===== config.mk =====
export PLATFORM = sky130hd
export DESIGN_NAME = ecc_pkt_writer
export DESIGN_NICKNAME = d
export VERILOG_FILES = /design/src/rtl/ecc_pkg.sv /design/src/rtl/hamming_encoder32.sv /design/src/rtl/ecc_pkt_writer.sv
export SDC_FILE = /design/constraint.sdc
export NUM_CORES = 1
export LEC_CHECK = 0
export ABC_AREA = 1
export BUFFER_PORTS_ARGS = -buffer_cell sky130_fd_sc_hd__buf_2
export CORE_MARGIN = 10
export CORE_UTILIZATION = 30
export DETAILED_ROUTE_END_ITERATION = 12
export PLACE_DENSITY = 0.56
export SLEW_MARGIN = 20
export SYNTH_ARGS = -nofsm -noshare
export SYNTH_HDL_FRONTEND = slang
export SYNTH_SLANG_ARGS = --single-unit

===== constraint.sdc =====
create_clock -name i_clk -period 1.9 [get_ports i_clk]
set_clock_uncertainty 0.2 [all_clocks]
set_input_delay 0.19 -clock i_clk [delete_from_list [all_inputs] [get_ports i_clk]]
set_output_delay 0.19 -clock i_clk [all_outputs]
set_load 0.1 [all_outputs]

===== src/rtl/ecc_pkg.sv =====
// Shared ECC definitions: Hamming SEC position map, check-code function and
// the write-stage state enum. Used by both the encoder and the decoder side.
package ecc_pkg;

    localparam int ECC_DATA_W = 32;
    localparam int ECC_CODE_W = 6;

    // Codeword position of each data bit: the non-power-of-two slots in 1..38.
    localparam logic [5:0] DATA_POS [0:31] = '{
        6'd3,  6'd5,  6'd6,  6'd7,  6'd9,  6'd10, 6'd11, 6'd12,
        6'd13, 6'd14, 6'd15, 6'd17, 6'd18, 6'd19, 6'd20, 6'd21,
        6'd22, 6'd23, 6'd24, 6'd25, 6'd26, 6'd27, 6'd28, 6'd29,
        6'd30, 6'd31, 6'd33, 6'd34, 6'd35, 6'd36, 6'd37, 6'd38
    };

    typedef enum logic [1:0] {
        ST_IDLE  = 2'd0,
        ST_BURST = 2'd1,
        ST_DESC  = 2'd2
    } wr_state_e;

    function automatic logic [ECC_CODE_W-1:0] calc_code(input logic [ECC_DATA_W-1:0] data);
        logic [ECC_CODE_W-1:0] code;
        code = '0;
        for (int j = 0; j < ECC_DATA_W; j++) begin
            for (int k = 0; k < ECC_CODE_W; k++) begin
                if (DATA_POS[j][k]) begin
                    code[k] = code[k] ^ data[j];
                end
            end
        end
        return code;
    endfunction

endpackage


===== src/rtl/hamming_encoder32.sv =====
// Combinational 32-bit Hamming SEC encoder producing the 6-bit check code.
module hamming_encoder32
    import ecc_pkg::*;
(
    input  logic [ECC_DATA_W-1:0] i_data,
    output logic [ECC_CODE_W-1:0] o_code
);

    assign o_code = calc_code(i_data);

endmodule


===== src/rtl/ecc_pkt_writer.sv =====
// ECC SRAM ingress write stage: encodes packet words, writes them at wrapping
// addresses and emits a (start, length) descriptor. Option: ECC_ERR_INJECT_EN.
module ecc_pkt_writer
    import ecc_pkg::*;
#(
    parameter int DATA_W = ECC_DATA_W,
    parameter int CODE_W = ECC_CODE_W,
    parameter int ADDR_W = 10,
    parameter int LEN_W  = 8
) (
    input  logic              i_clk,
    input  logic              i_rst,
    input  logic [DATA_W-1:0] i_data,
    input  logic              i_vld,
    input  logic              i_sop,
    input  logic              i_eop,
    output logic              o_rdy,
    input  logic [ADDR_W-1:0] i_base_addr,
    output logic              o_wr_en,
    output logic [ADDR_W-1:0] o_wr_addr,
    output logic [DATA_W-1:0] o_wr_data,
    output logic [CODE_W-1:0] o_wr_code,
    output logic              o_desc_vld,
    output logic [ADDR_W-1:0] o_desc_addr,
    output logic [LEN_W-1:0]  o_desc_len,
    input  logic              i_desc_rdy,
`ifdef ECC_ERR_INJECT_EN
    input  logic                      i_inj_en,
    input  logic [$clog2(DATA_W)-1:0] i_inj_idx,
`endif
    output logic              o_err_proto
);

    localparam logic [LEN_W-1:0] LEN_MAX = '1;
    localparam logic [LEN_W-1:0] LEN_ONE = LEN_W'(1);

    wr_state_e         state_q, state_d;
    logic [LEN_W-1:0]  len_q, len_d;
    logic [ADDR_W-1:0] start_q, start_d;
    logic [ADDR_W-1:0] wr_addr_q, wr_addr_d;
    logic [DATA_W-1:0] wr_data_q, wr_data_d;
    logic [CODE_W-1:0] wr_code_q, wr_code_d;
    logic              wr_en_q, wr_en_d;
    logic              err_q, err_d;
    logic [CODE_W-1:0] enc_code;
    logic [DATA_W-1:0] data_mod;

    hamming_encoder32 u_enc (
        .i_data (i_data),
        .o_code (enc_code)
    );

    // The code always covers the clean word; injection only corrupts the stored data.
`ifdef ECC_ERR_INJECT_EN
    always_comb begin
        data_mod = i_data;
        if (i_inj_en) begin
            data_mod[i_inj_idx] = ~i_data[i_inj_idx];
        end
    end
`else
    assign data_mod = i_data;
`endif

    always_comb begin
        state_d   = state_q;
        len_d     = len_q;
        start_d   = start_q;
        wr_en_d   = 1'b0;
        wr_addr_d = wr_addr_q;
        wr_data_d = wr_data_q;
        wr_code_d = wr_code_q;
        err_d     = 1'b0;
        case (state_q)
            ST_IDLE: begin
                if (i_vld) begin
                    if (i_sop) begin
                        start_d   = i_base_addr;
                        len_d     = LEN_ONE;
                        wr_en_d   = 1'b1;
                        wr_addr_d = i_base_addr;
                        wr_data_d = data_mod;
                        wr_code_d = enc_code;
                        if (i_eop) begin
                            state_d = ST_DESC;
                        end else if (LEN_ONE == LEN_MAX) begin
                            err_d   = 1'b1;
                            state_d = ST_DESC;
                        end else begin
                            state_d = ST_BURST;
                        end
                    end else begin
                        err_d = 1'b1;
                    end
                end
            end
            ST_BURST: begin
                if (i_vld) begin
                    if (i_sop) begin
                        err_d = 1'b1;
                    end else begin
                        len_d     = len_q + 1'b1;
                        wr_en_d   = 1'b1;
                        wr_addr_d = wr_addr_q + 1'b1;
                        wr_data_d = data_mod;
                        wr_code_d = enc_code;
                        if (i_eop) begin
                            state_d = ST_DESC;
                        end else if (len_q + 1'b1 == LEN_MAX) begin
                            // Length field would overflow: close the packet early.
                            err_d   = 1'b1;
                            state_d = ST_DESC;
                        end
                    end
                end
            end
            ST_DESC: begin
                if (i_desc_rdy) begin
                    state_d = ST_IDLE;
                end
            end
            default: state_d = ST_IDLE;
        endcase
    end

    always_ff @(posedge i_clk) begin
        if (i_rst) begin
            state_q   <= ST_IDLE;
            len_q     <= '0;
            start_q   <= '0;
            wr_en_q   <= 1'b0;
            wr_addr_q <= '0;
            wr_data_q <= '0;
            wr_code_q <= '0;
            err_q     <= 1'b0;
        end else begin
            state_q   <= state_d;
            len_q     <= len_d;
            start_q   <= start_d;
            wr_en_q   <= wr_en_d;
            wr_addr_q <= wr_addr_d;
            wr_data_q <= wr_data_d;
            wr_code_q <= wr_code_d;
            err_q     <= err_d;
        end
    end

    assign o_rdy       = (state_q != ST_DESC);
    assign o_desc_vld  = (state_q == ST_DESC);
    assign o_desc_addr = start_q;
    assign o_desc_len  = len_q;
    assign o_wr_en     = wr_en_q;
    assign o_wr_addr   = wr_addr_q;
    assign o_wr_data   = wr_data_q;
    assign o_wr_code   = wr_code_q;
    assign o_err_proto = err_q;

endmodule


Word level (Yosys, flattened, before mapping)
Cells that the tools add are included.

$add $sub $neg: 2. Equality and inequality tests: 10. Multiplexer cells: 39. Bitwise operators: 84. Reductions and logical operators: 5.

Operators with widths (count): 32-bit 2-to-1 mux (4); 1-bit XOR (84); 32-bit case mux with 2 select lines (1); 10-bit 2-to-1 mux (4); 8-bit 2-to-1 mux (4); 6-bit 2-to-1 mux (4); 10-bit case mux with 2 select lines (1); 2-bit 2-to-1 mux (8); 8-bit case mux with 2 select lines (1); 6-bit case mux with 2 select lines (1); 10-bit by 1-bit adder with 10-bit output (second input constant) (1); 2-bit inequality test (second input constant) (5); 8-bit by 1-bit adder with 8-bit output (second input constant) (1); 8-bit equality test (second input constant) (1); 1-bit 2-to-1 mux (8); 2-bit case mux with 3 select lines (1); 6-bit AND reduction (1); 5-bit AND reduction (1); 1-bit case mux with 2 select lines (2); 3-bit inequality test (second input constant) (1); 3-bit AND reduction (1); 2-bit by 1-bit equality test with 1-bit output (second input constant) (1); 2-bit equality test (second input constant) (1); 2-bit logical NOT (1); other kinds (2) (2).

Register bits: 70. Input bits: 48. Logic and storage cells: 148.

Longest topological paths before layout
Gate-level depths: netlist of the first run.

Depth in word-level cells: 20. Gate-level depth with buffers: 14.

By module
Synthesis of the first run repeated with hierarchy kept, for this count alone.

Cells, all modules: 602. Area, all modules: 4073.9 sq um.

By module, submodules not included: ecc_pkt_writer (times used 1, cells each 408, area an instance 2982.9 sq um); hamming_encoder32 (times used 1, cells each 194, area an instance 1091.0 sq um).

Worst setup path after synthesis of the first run
Ideal clock, no wire load.

Path type: register -> output. Start: register state_q[1]. End: output o_rdy. Arrival: 2.729 ns. Data required time: 1.510 ns. Setup slack: -1.219 ns. Stages on the path, launching flop included: 4. Cell sequence: dfxtp_1 inv_1 nor2_1 inv_1.

Longest elaborated chain between the ends: 1.

RTL lines: start, declared (RTL line ecc_pkt_writer.sv:37) `wr_state_e state_q, state_d;`; start signal, assigned (RTL line ecc_pkt_writer.sv:137) `state_q <= state_d;`; 2-bit inequality test (RTL line ecc_pkt_writer.sv:148) `assign o_rdy = (state_q != ST_DESC);`; end, declared (RTL line ecc_pkt_writer.sv:17) `output logic o_rdy,`.

Every way passes these cells.

Final worst setup path of the first run
Start: input i_data[27]. End: register wr_code_q[1], in the netlist o_wr_code[1].

Longest elaborated chain between the ends: 6.

RTL lines: start, declared (RTL line ecc_pkt_writer.sv:13) `input logic [DATA_W-1:0] i_data,`; 1-bit XOR (*) (3 in a row) (RTL line ecc_pkg.sv:28) `code[k] = code[k] ^ data[j];`; 6-bit 2-to-1 mux (on tied branches) (RTL line ecc_pkt_writer.sv:99, ecc_pkt_writer.sv:77); 6-bit 2-to-1 mux (on tied branches) (RTL line ecc_pkt_writer.sv:98, ecc_pkt_writer.sv:76); 6-bit case mux with 2 select lines (*) (RTL line ecc_pkt_writer.sv:74) `case (state_q)`; end signal, assigned (RTL line ecc_pkt_writer.sv:143) `wr_code_q <= wr_code_d;`; end, declared (RTL line ecc_pkt_writer.sv:42) `logic [CODE_W-1:0] wr_code_q, wr_code_d;`.

Every way passes the cells marked *; elsewhere a longest branch is shown, timed or not. The select of a mux whose other input is x is not followed. A chain may end at the register's enable or synchronous reset.

==> flow_summary.toml, run 1 <==
[outcome]
outcome = "complete, no violations"

[min_path]
hold_class = "primary input to register"
hold_depth = 2
min_from = "i_rst"

[sta]
max_clock_freq_mhz = 549
fin_crit_ns = 1.82
tightest_slew_ns = 0.534
finalSetupViolCount = 0
rsz0062_at_grt = "true"
max-slew-margin-rel_pct = 64.7
drv_slew = 0
timing.final.crit_share_pct = 95.9
hold_viol_final = 0

[critical_path]
crit_slowest_cell = "dlygate4sd3_1"
crit_type = "primary input to register"
reg2reg_slack_ns = 0.13
arrival_ns = 1.86
cp-start-kind = "primary input"
cp_max_fo = 3
cp-end-kind = "register"
crit_path_cell_trace = "dlygate4sd3_1, buf_2, xnor2_1, xnor2_1, xor2_1, inv_1, nand2_1, nand3_1, nand2_1, inv_1"
reg2regPathDepth = 12
r2r-end = "state_q[0]"
slowest_delay_ns = 0.54
worst_ep_required_time_ns = 1.94
crit_start = "i_data[27]"
endpoint = "o_wr_code[1]"
reg2reg_from = "o_desc_len[1]"

[floorplan]
die_h_um = 134
die_area_um2 = 18000
start_util_pct = 30.8
core_um2 = 12700
ios = 118
rows = 41
die_w_um = 134

[clock_tree]
clk_latency_ns = 0.34
cts.path.max_buffers = 2
cts_tree = "built"
cts_buffers = 9
cts.reportedPaths.clkPinSlew_ns = 0.06
clk_root_buffer_cell = "clkbuf_16"
clock_sinks = 70
htree_num_levels = 3

[power_and_ir_drop]
p_sw_share_pct = 46.7
ir_drop_v = 0.000584
power.leakage_nw = 2.74
seqPwrFrac_pct = 28.0
clockPowerShare_pct = 26.1
p_int_mw = 3.39
p_per_area_nw_per_um2 = 1120
power_switching_mw = 2.97
combinationalPowerShare_pct = 45.8

[placement]
routabilityCongestion = 0.854
numPortBuffers = 117
dpl.hpwl_mm = 9.53
placed_area_um2 = 4760
numPlacedInstances = 820

[synth]
synth_simple_gate_area_share_pct = 26.1
synth_top_family_by_area = "simple AND/OR/NAND/NOR gates"
async_flop_share_pct = 0
syn_nets = 595
synth_edf_count = 0
ys_warn_count = 0
yosys.cell_types.count = 38
yosysSeqAreaShare_pct = 35.8
synth_compound_area_share_pct = 13.4
synth_flop_cell = "dfxtp_1"
synth_seq_cells = 70
synth.area.mux_share_pct = 0
synth_area_um2 = 3920
synth-xor-area-share_pct = 15.1
netlist_instances = 544
synthAdderAreaFrac_pct = 0.958
avgSynthCellArea_um2 = 7.20

[finish]
nets = 750
layout-drive-gt1-share_pct = 31.8
fin_cells = 876
post-route-cell-area_um2 = 5680
fill_cells = 1302
diodes = 0
area_growth_syn_to_layout_pct = 44.9

[grt]
grt_pass1_vias = 4117
grt-ovfl-total = 0
grt_max_degree = 32
antenna_found_initial = 0
grt_util_all_layers_pct = 13.8
grt_pass1_wl_mm = 20.3

[detailed_routing]
wl_per_cell_um = 14.5
vias = 4035
drc = 0
ant_nets = 0
wl_mm = 12.7
drt_iter0_drc = 192
avgViaCountPerCell = 4.61
dr.pass1.iters = 4

[job]
cap_violations = 0
power by group through the flow:
stage / registers (mW) / logic (mW) / clock network [mW]
floorplan: 3.08 / 0.911 / 0
global placement: 1.81 / 2.66 / 0
detailed placement: 1.81 / 2.68 / 0
CTS: 1.78 / 2.73 / 1.69
global route: 1.81 / 3.12 / 1.76
finish: 1.78 / 2.91 / 1.66
metrics by stage:
stage	setup WS (ns)	util (%)	setup TNS, ns	hold WS [ns]	power (mW)
after floorplan	-0.0843	-	-0.0938	0.0737	3.99
after global placement	0.127	37.4	0	0.236	4.47
after detailed placement	0.0948	37.4	0	0.244	4.50
after CTS	0.0308	42.1	0	0.000780	6.21
after global routing	-0.0304	44.6	-0.0837	0.0344	6.69
final	0.0779	44.6	0	0.00626	6.36
flip-flops by register name, indices dropped and copies added, names as in the netlist:
register	cells
state_q	2
o_wr_data	32
o_desc_addr	10
o_wr_code	6
o_desc_len	8
o_wr_en	1
o_err_proto	1
o_wr_addr	10
kinds of logic after synthesis:
group	after synthesis
xor+xnor	66
buf+inv	76
fa+ha+maj	3
compound gates	84
flops	70
simple gates	245
layout make-up:
type                       instances  area (µm²)  area share [%]
multi-input combinational        398        2320            40.8
sequential                        70        1440            25.4
timing repair buffer             167        1180            20.8
clock buffer                      12         267            4.69
inverter                          52         220            3.88
tap                              172         215            3.79
clock inverter                     4        27.5           0.485
timing repair inverter             1        8.76           0.154
worst max-delay path, delay by kind of cell:
family	cells	cell delay, ns
XOR/XNOR	3	0.70
buffers and inverters	4	0.78
AND/OR/NAND/NOR	3	0.19
cell usage after synthesis (3+ instances only):
master | count | share of area, %
nor2_1 | 102 | 9.8
xor2_1 | 35 | 7.8
buf_6 | 4 | 1.1
a21oi_1 | 18 | 2.3
or2_2 | 3 | 0.48
nor2_2 | 3 | 0.48
o211ai_1 | 4 | 0.77
nand4_1 | 3 | 0.48
dfxtp_1 | 70 | 36
nand2_1 | 97 | 9.3
o21ai_0 | 40 | 5.1
clkbuf_1 | 9 | 0.86
a211oi_1 | 7 | 1.3
nand3_1 | 29 | 3.7
inv_1 | 48 | 4.6
ha_1 | 3 | 0.96
a211oi_2 | 7 | 2.2
buf_2 | 10 | 1.3
xnor2_1 | 29 | 6.5
metal layers:
| layer | wire length (µm) | up-vias | track usage (%) | share of wire, % |
|---|---|---|---|---|
| li1 | - | 2050 | - | - |
| met1 | 5680 | 1872 | 16.2 | 45 |
| met2 | 6120 | 94 | 22.8 | 48 |
| met4 | 277 | 0 | 6.59 | 2.2 |
| met5 | 0 | - | 0 | 0 |
| met3 | 593 | 19 | 3.70 | 4.7 |
cells in the final DEF, fill, tap and decap left out, types with 4 or more instances in the layout:
master	count
buf_2	107
nor2_1	101
nand2_1	90
dfxtp_1	53
inv_1	43
o21ai_0	39
xor2_1	34
dlygate4sd3_1	26
nand3_1	23
xnor2_1	23
buf_4	19
a21oi_1	17
clkbuf_16	12
dfxtp_2	9
nand2_2	8
xnor2_2	8
dfxtp_4	8
a211oi_1	7
a211oi_2	7
nand3_2	6
inv_2	4
o211ai_1	4
dlymetal6s4s_1	4
repair_timing:
| action | CTS | global route |
|---|---|---|
| setup buffers | 0 | 12 |
| resized for setup | 0 | 45 |
| hold buffers | 30 | 0 |
| setup endpoints to repair | 0 | 39 |
| hold endpoints to repair | 36 | 0 |
worst min path at each step:
stage	end	slack, ns
3_5_place_dp	o_desc_addr[3]	0.24
4_1_cts	o_wr_data[17]	0.0008
3_3_place_gp	o_desc_addr[4]	0.24
5_1_grt	o_wr_addr[6]	0.03
2_1_floorplan	o_wr_en	0.07
6_report	o_wr_addr[3]	0.006
Note: power is estimated with default switching activity, not from simulation.
==> run 2, diff against run 1 <==
ABC_AREA = not set   (was 1)
PLACE_DENSITY = 0.57   (was 0.56)
==> run 2 against run 1 <==
Compared with the run above: sequential power decreased by 9%; fmax decreased by 1.8%; worst setup slack got worse by 0.034 ns; non-clock buffer count increased by 6; critical endpoint is now o_wr_code[3]; largest cell class unchanged; largest power group unchanged.
==> flow_summary.toml, run 2 <==
[power_and_ir_drop]
combinationalPowerShare_pct = 35.0
power_switching_mw = 1.86
ir_drop_v = 0.000598
p_sw_share_pct = 38.4
p_per_area_nw_per_um2 = 948
p_int_mw = 2.99
power.leakage_nw = 2.21
clockPowerShare_pct = 31.5
seqPwrFrac_pct = 33.5

[min_path]
hold_class = "primary input to register"
whs_endpoint = "state_q[0]"
hold_depth = 3
min_from = "i_sop"

[sta]
tightest_slew_ns = 0.511
fin_ws_ns = 0.0438
hold_viol_final = 0
max-slew-margin-rel_pct = 66.2
max_clock_freq_mhz = 539
timing.final.crit_share_pct = 97.7
drv_slew = 0
rsz0062_at_grt = "true"
finalSetupViolCount = 0
fin_crit_ns = 1.86

[clock_tree]
cts_buffers = 9
clock_sinks = 70
clk_root_buffer_cell = "clkbuf_16"
cts.path.max_buffers = 2
htree_num_levels = 3
cts.reportedPaths.clkPinSlew_ns = 0.05
cts_tree = "built"
clk_latency_ns = 0.34

[synth]
ys_top_cells_by_count = "101 x nand2_1, 70 x dfxtp_1, 60 x a21oi_1, 49 x xnor2_1, 31 x nor2_1"
yosys.cell_types.count = 45
synth_seq_cells = 70
synth_edf_count = 0
netlist_instances = 423
avgSynthCellArea_um2 = 8.10
synth_flop_cell = "dfxtp_1"
synth_area_leader_cell = "dfxtp_1"
synthTopCellsByArea = "dfxtp_1 41%, xnor2_1 13%, nand2_1 11%"
syn_nets = 474
synth.top_cell.area_share_pct = 40.9
ys_warn_count = 0
synth_area_um2 = 3430
yosysSeqAreaShare_pct = 40.9
yosysMostFrequentCell = "nand2_1"
async_flop_share_pct = 0

[detailed_routing]
dr.pass1.iters = 4
drt_iter0_drc = 154
wl_per_cell_um = 15.7
vias = 3476
drc = 0
ant_nets = 0
wl_mm = 11.4
avgViaCountPerCell = 4.77

[finish]
layout-drive-gt1-share_pct = 31.0
utilization_pct = 46.4
multi_input_area_um2 = 2000
regArea_um2 = 1440
largest_reg_flops = 32
fin_cells = 728
diodes = 0
layout_common_cells = "107 x buf_2, 101 x nand2_1, 58 x a21oi_1, 53 x dfxtp_1, 40 x dlygate4sd3_1"
nets = 635
final_common_cell = "buf_2"
fill_cells = 1052
area_growth_syn_to_layout_pct = 49.3
post-route-cell-area_um2 = 5110

[critical_path]
crit_top_cell = "xnor2_1"
crit_path_cell_trace = "dlygate4sd3_1, buf_2, xnor2_2, xnor3_1, xnor2_1, xnor2_1, nand2_1, a21oi_1"
slowest_delay_ns = 0.53
reg2reg_slack_ns = 0.07
cp-end-kind = "register"
crit_slowest_cell = "dlygate4sd3_1"
reg2reg_from = "o_desc_len[1]"
cp_max_fo = 2
reg2regPathDepth = 7
worst_ep_required_time_ns = 1.97
arrival_ns = 1.93
crit_type = "primary input to register"
cp-start-kind = "primary input"
r2r-end = "state_q[0]"

[placement]
dpl.hpwl_mm = 8.03
placed_area_um2 = 4300
place_ws_ns = 0.0406
routabilityCongestion = 0.797
numPlacedInstances = 672
numPortBuffers = 117

[grt]
grt_util_all_layers_pct = 13.9
grt_pass1_vias = 3536
antenna_found_initial = 0
grt_pass1_wl_mm = 18.0
grt_max_degree = 47
grt-ovfl-total = 0

[floorplan]
die_area_um2 = 16100
start_util_pct = 31.1
die_h_um = 127
core_um2 = 11000
ios = 118
rows = 38
die_w_um = 127

[job]
cap_violations = 0

[outcome]
outcome = "complete, no violations"
run 2: changes by cell type in the layout (fill, tap and decap cells not counted), moves of 6 or more:
cell,previous run,this run
xor2_1,34,6
nand3_1,23,9
nor2_1,101,30
xnor2_1,23,39
inv_1,43,5
dlygate4sd3_1,26,40
nand2_2,8,0
o21ai_0,39,2
a211oi_2,7,1
nand2_1,90,101
a21oi_1,17,58
run 2: critical path: cells and delay by family:
family                 cells  cell delay, ns
buffers and inverters      2            0.67
XOR/XNOR                   4            0.83
AO/OA/AOI/OAI              1            0.13
AND/OR/NAND/NOR            1            0.09
run 2: worst max-delay path by stage:
stage	startpoint	to	slack, ns	cells past startpoint
detailed placement	i_data[9]	o_wr_code[3]	0.04	7
CTS	i_data[29]	o_wr_code[2]	0.001	8
global route	i_data[10]	o_wr_code[1]	-0.05	8
global placement	i_data[24]	o_wr_code[3]	0.09	7
floorplan	o_desc_len[1]	state_q[0]	-0.13	7
finish	i_data[6]	o_wr_code[3]	0.04	8
run 2: cells by family (layout without fill, tap and decap cells):
kind of cell             Yosys count  after routing  share of synthesized area, %
adder cells (fa/ha/maj)            3              3                          1.10
XOR/XNOR                          59             59                          16.1
buffers and inverters             29            194                          4.60
AO/OA/AOI/OAI                     93             93                          15.7
flip-flops                        70             70                          40.9
AND/OR/NAND/NOR                  169            169                          21.6
run 2: repair_timing:
action | 4_1_cts | 5_1_grt
hold buffers | 45 | 0
hold endpoints to repair | 47 | 0
gates resized for setup | 0 | 21
setup buffers | 0 | 5
endpoints found under the setup margin | 0 | 8
run 2: cell type report:
class                      count  area share [%]
clock buffer                  13            4.89
clock inverter                 2           0.196
inverter                       6           0.514
multi-input combinational    324            39.0
sequential                    70            28.1
tap                          140            3.42
timing repair buffer         173            23.8
run 2: per-layer routing:
layer / global-route usage (%) / wire length (µm) / vias up
li1: - / - / 1741
met1: 15.3 / 4850 / 1618
met2: 23.5 / 5550 / 102
met3: 5.62 / 878 / 15
met4: 5.22 / 164 / 0
met5: 0 / 0 / -
run 2: per-stage QoR:
step,setup TNS [ns],hold WS [ns],total power [mW]
2_1_floorplan,-0.213,0.126,2.92
3_3_place_gp,0,0.236,3.24
3_5_place_dp,0,0.243,3.25
4_1_cts,0,0.0510,4.88
5_1_grt,-0.103,0.0868,5.08
6_report,0,0.0650,4.85
run 2: power groups by stage:
stage / logic [mW] / clock network (mW) / registers (mW)
3_5_place_dp: 1.59 / 0 / 1.66
5_1_grt: 1.81 / 1.63 / 1.64
3_3_place_gp: 1.59 / 0 / 1.65
6_report: 1.70 / 1.53 / 1.62
4_1_cts: 1.67 / 1.58 / 1.63
2_1_floorplan: 0.596 / 0 / 2.32
==> run 3, diff against run 2 <==
RECOVER_POWER = 25   (was not set)
==> run 3 against run 2 <==
Compared with the run above: via count is 0.32% lower; flip-flop and latch count stayed put; wire length hardly changed; critical path type unchanged; first-iteration DRC count is 3.2% lower; clock-buffer cell count stayed put; highest routed layer unchanged; largest cell class unchanged; utilization stayed put; design area stayed put; combinational power hardly changed.
==> flow_summary.toml, run 3 (synthesis gave the netlist of run 2 again) <==
[placement]
dpl.hpwl_mm = 8.03
routabilityCongestion = 0.797
numPlacedInstances = 672
numPortBuffers = 117

[grt]
grt-ovfl-total = 0
antenna_found_initial = 0
grt_pass1_wl_mm = 18.0
grt_pass1_vias = 3536
grt_max_degree = 47
grt_util_all_layers_pct = 13.9

[critical_path]
crit_type = "primary input to register"
cp-end-kind = "register"
r2r-end = "state_q[0]"
reg2reg_from = "o_desc_len[1]"
cp_max_fo = 2
reg2reg_slack_ns = 0.07
arrival_ns = 1.93
worst_ep_required_time_ns = 1.97
reg2regPathDepth = 7
cp-start-kind = "primary input"

[finish]
fill_cells = 1052
nets = 635
fin_cells = 728
final_common_cell = "nand2_1"
area_growth_syn_to_layout_pct = 49.3
layout_common_cells = "101 x nand2_1, 73 x buf_2, 58 x a21oi_1, 53 x dfxtp_1, 40 x dlygate4sd3_1"
layout-drive-gt1-share_pct = 31.0
diodes = 0
largest_reg_flops = 32

[detailed_routing]
vias = 3465
drt_iter0_drc = 149
ant_nets = 0
drc = 0
wl_per_cell_um = 15.7
wl_mm = 11.4
avgViaCountPerCell = 4.76
dr.pass1.iters = 4

[floorplan]
rows = 38
die_h_um = 127
die_w_um = 127
ios = 118
core_um2 = 11000
start_util_pct = 31.1
die_area_um2 = 16100

[clock_tree]
cts.path.max_buffers = 2
cts_buffers = 9
clk_latency_ns = 0.34
clk_root_buffer_cell = "clkbuf_16"
clock_sinks = 70
cts.reportedPaths.clkPinSlew_ns = 0.05
htree_num_levels = 3
cts_tree = "built"

[power_and_ir_drop]
post-layout-total-power_mw = 4.85
p_per_area_nw_per_um2 = 948
ir_drop_v = 0.000596
power.leakage_nw = 2.19

[sta]
fin_crit_ns = 1.86
max-slew-margin-rel_pct = 62.8
rsz0062_at_grt = "true"
hold_viol_final = 0
timing.final.crit_share_pct = 97.7
tightest_slew_ns = 0.560
finalSetupViolCount = 0
drv_slew = 0
max_clock_freq_mhz = 539

[outcome]
outcome = "complete, no violations"

[min_path]
whs_endpoint = "state_q[0]"
min_from = "i_sop"
hold_class = "primary input to register"
hold_depth = 3

[job]
cap_violations = 0
-- run 3: cell types whose count changed in the layout (fill, tap and decap cells not counted) --
cell | before | now
buf_2 | 107 | 73
clkbuf_2 | 0 | 34
-- run 3: per-layer routing --
metal	track usage, %	wire (µm)	vias to the layer above
li1	-	-	1741
met4	5.22	142	0
met3	5.62	848	12
met2	23.5	5550	101
met1	15.3	4900	1611
met5	0	0	-
-- run 3: timing repair --
| action | in CTS | in global routing |
|---|---|---|
| hold buffers | 45 | 0 |
| setup buffers | 0 | 5 |
| endpoints found under the hold margin | 47 | 0 |
| gates resized for setup | 0 | 21 |
| endpoints found under the setup margin | 0 | 8 |
-- run 3: report_power, final --
| part | internal (mW) | switching (mW) | total [mW] | leakage [nW] |
|---|---|---|---|---|
| clock network | 0.908 | 0.620 | 1.53 | 0.129 |
| logic | 0.514 | 1.18 | 1.69 | 1.48 |
| registers | 1.56 | 0.0625 | 1.63 | 0.581 |
| total | 2.99 | 1.86 | 4.85 | 2.19 |
-- run 3: stage by stage --
step	setup slack [ns]	TNS, ns	instance area [µm²]	util, %	hold slack, ns
after floorplan	-0.125	-0.213	3490	-	0.126
after global placement	0.0941	0	4300	38.9	0.236
after detailed placement	0.0406	0	4300	38.9	0.243
after CTS	0.00111	0	5010	45.4	0.0510
after global routing	-0.0511	-0.103	5110	46.4	0.0868
final	0.0446	0	5110	46.4	0.0655
-- run 3: worst max path at each step --
stage / startpoint / slack (ns) / to
detailed placement: i_data[9] / 0.04 / o_wr_code[3]
CTS: i_data[29] / 0.001 / o_wr_code[2]
global route: i_data[10] / -0.05 / o_wr_code[1]
global placement: i_data[24] / 0.09 / o_wr_code[3]
floorplan: o_desc_len[1] / -0.13 / state_q[0]
finish: i_data[6] / 0.04 / o_wr_code[3]
-- run 3: worst max-delay path, stage by stage --
cell and delay [ns]:
dlygate4sd3_1 0.53, buf_2 0.14, xnor2_2 0.21, xnor3_1 0.26, xnor2_1 0.21, xnor2_1 0.15
nand2_1 0.09, a21oi_1 0.13
-- run 3: cell type report --
type | count | area, µm² | share of cell area [%]
Sequential cell | 70 | 1440 | 28.1
Clock buffer | 13 | 250 | 4.89
Timing Repair Buffer | 173 | 1220 | 23.8
Tap cell | 140 | 175 | 3.42
Inverter | 6 | 26.3 | 0.514
Multi-Input combinational cell | 324 | 2000 | 39.0
Clock inverter | 2 | 10.0 | 0.196
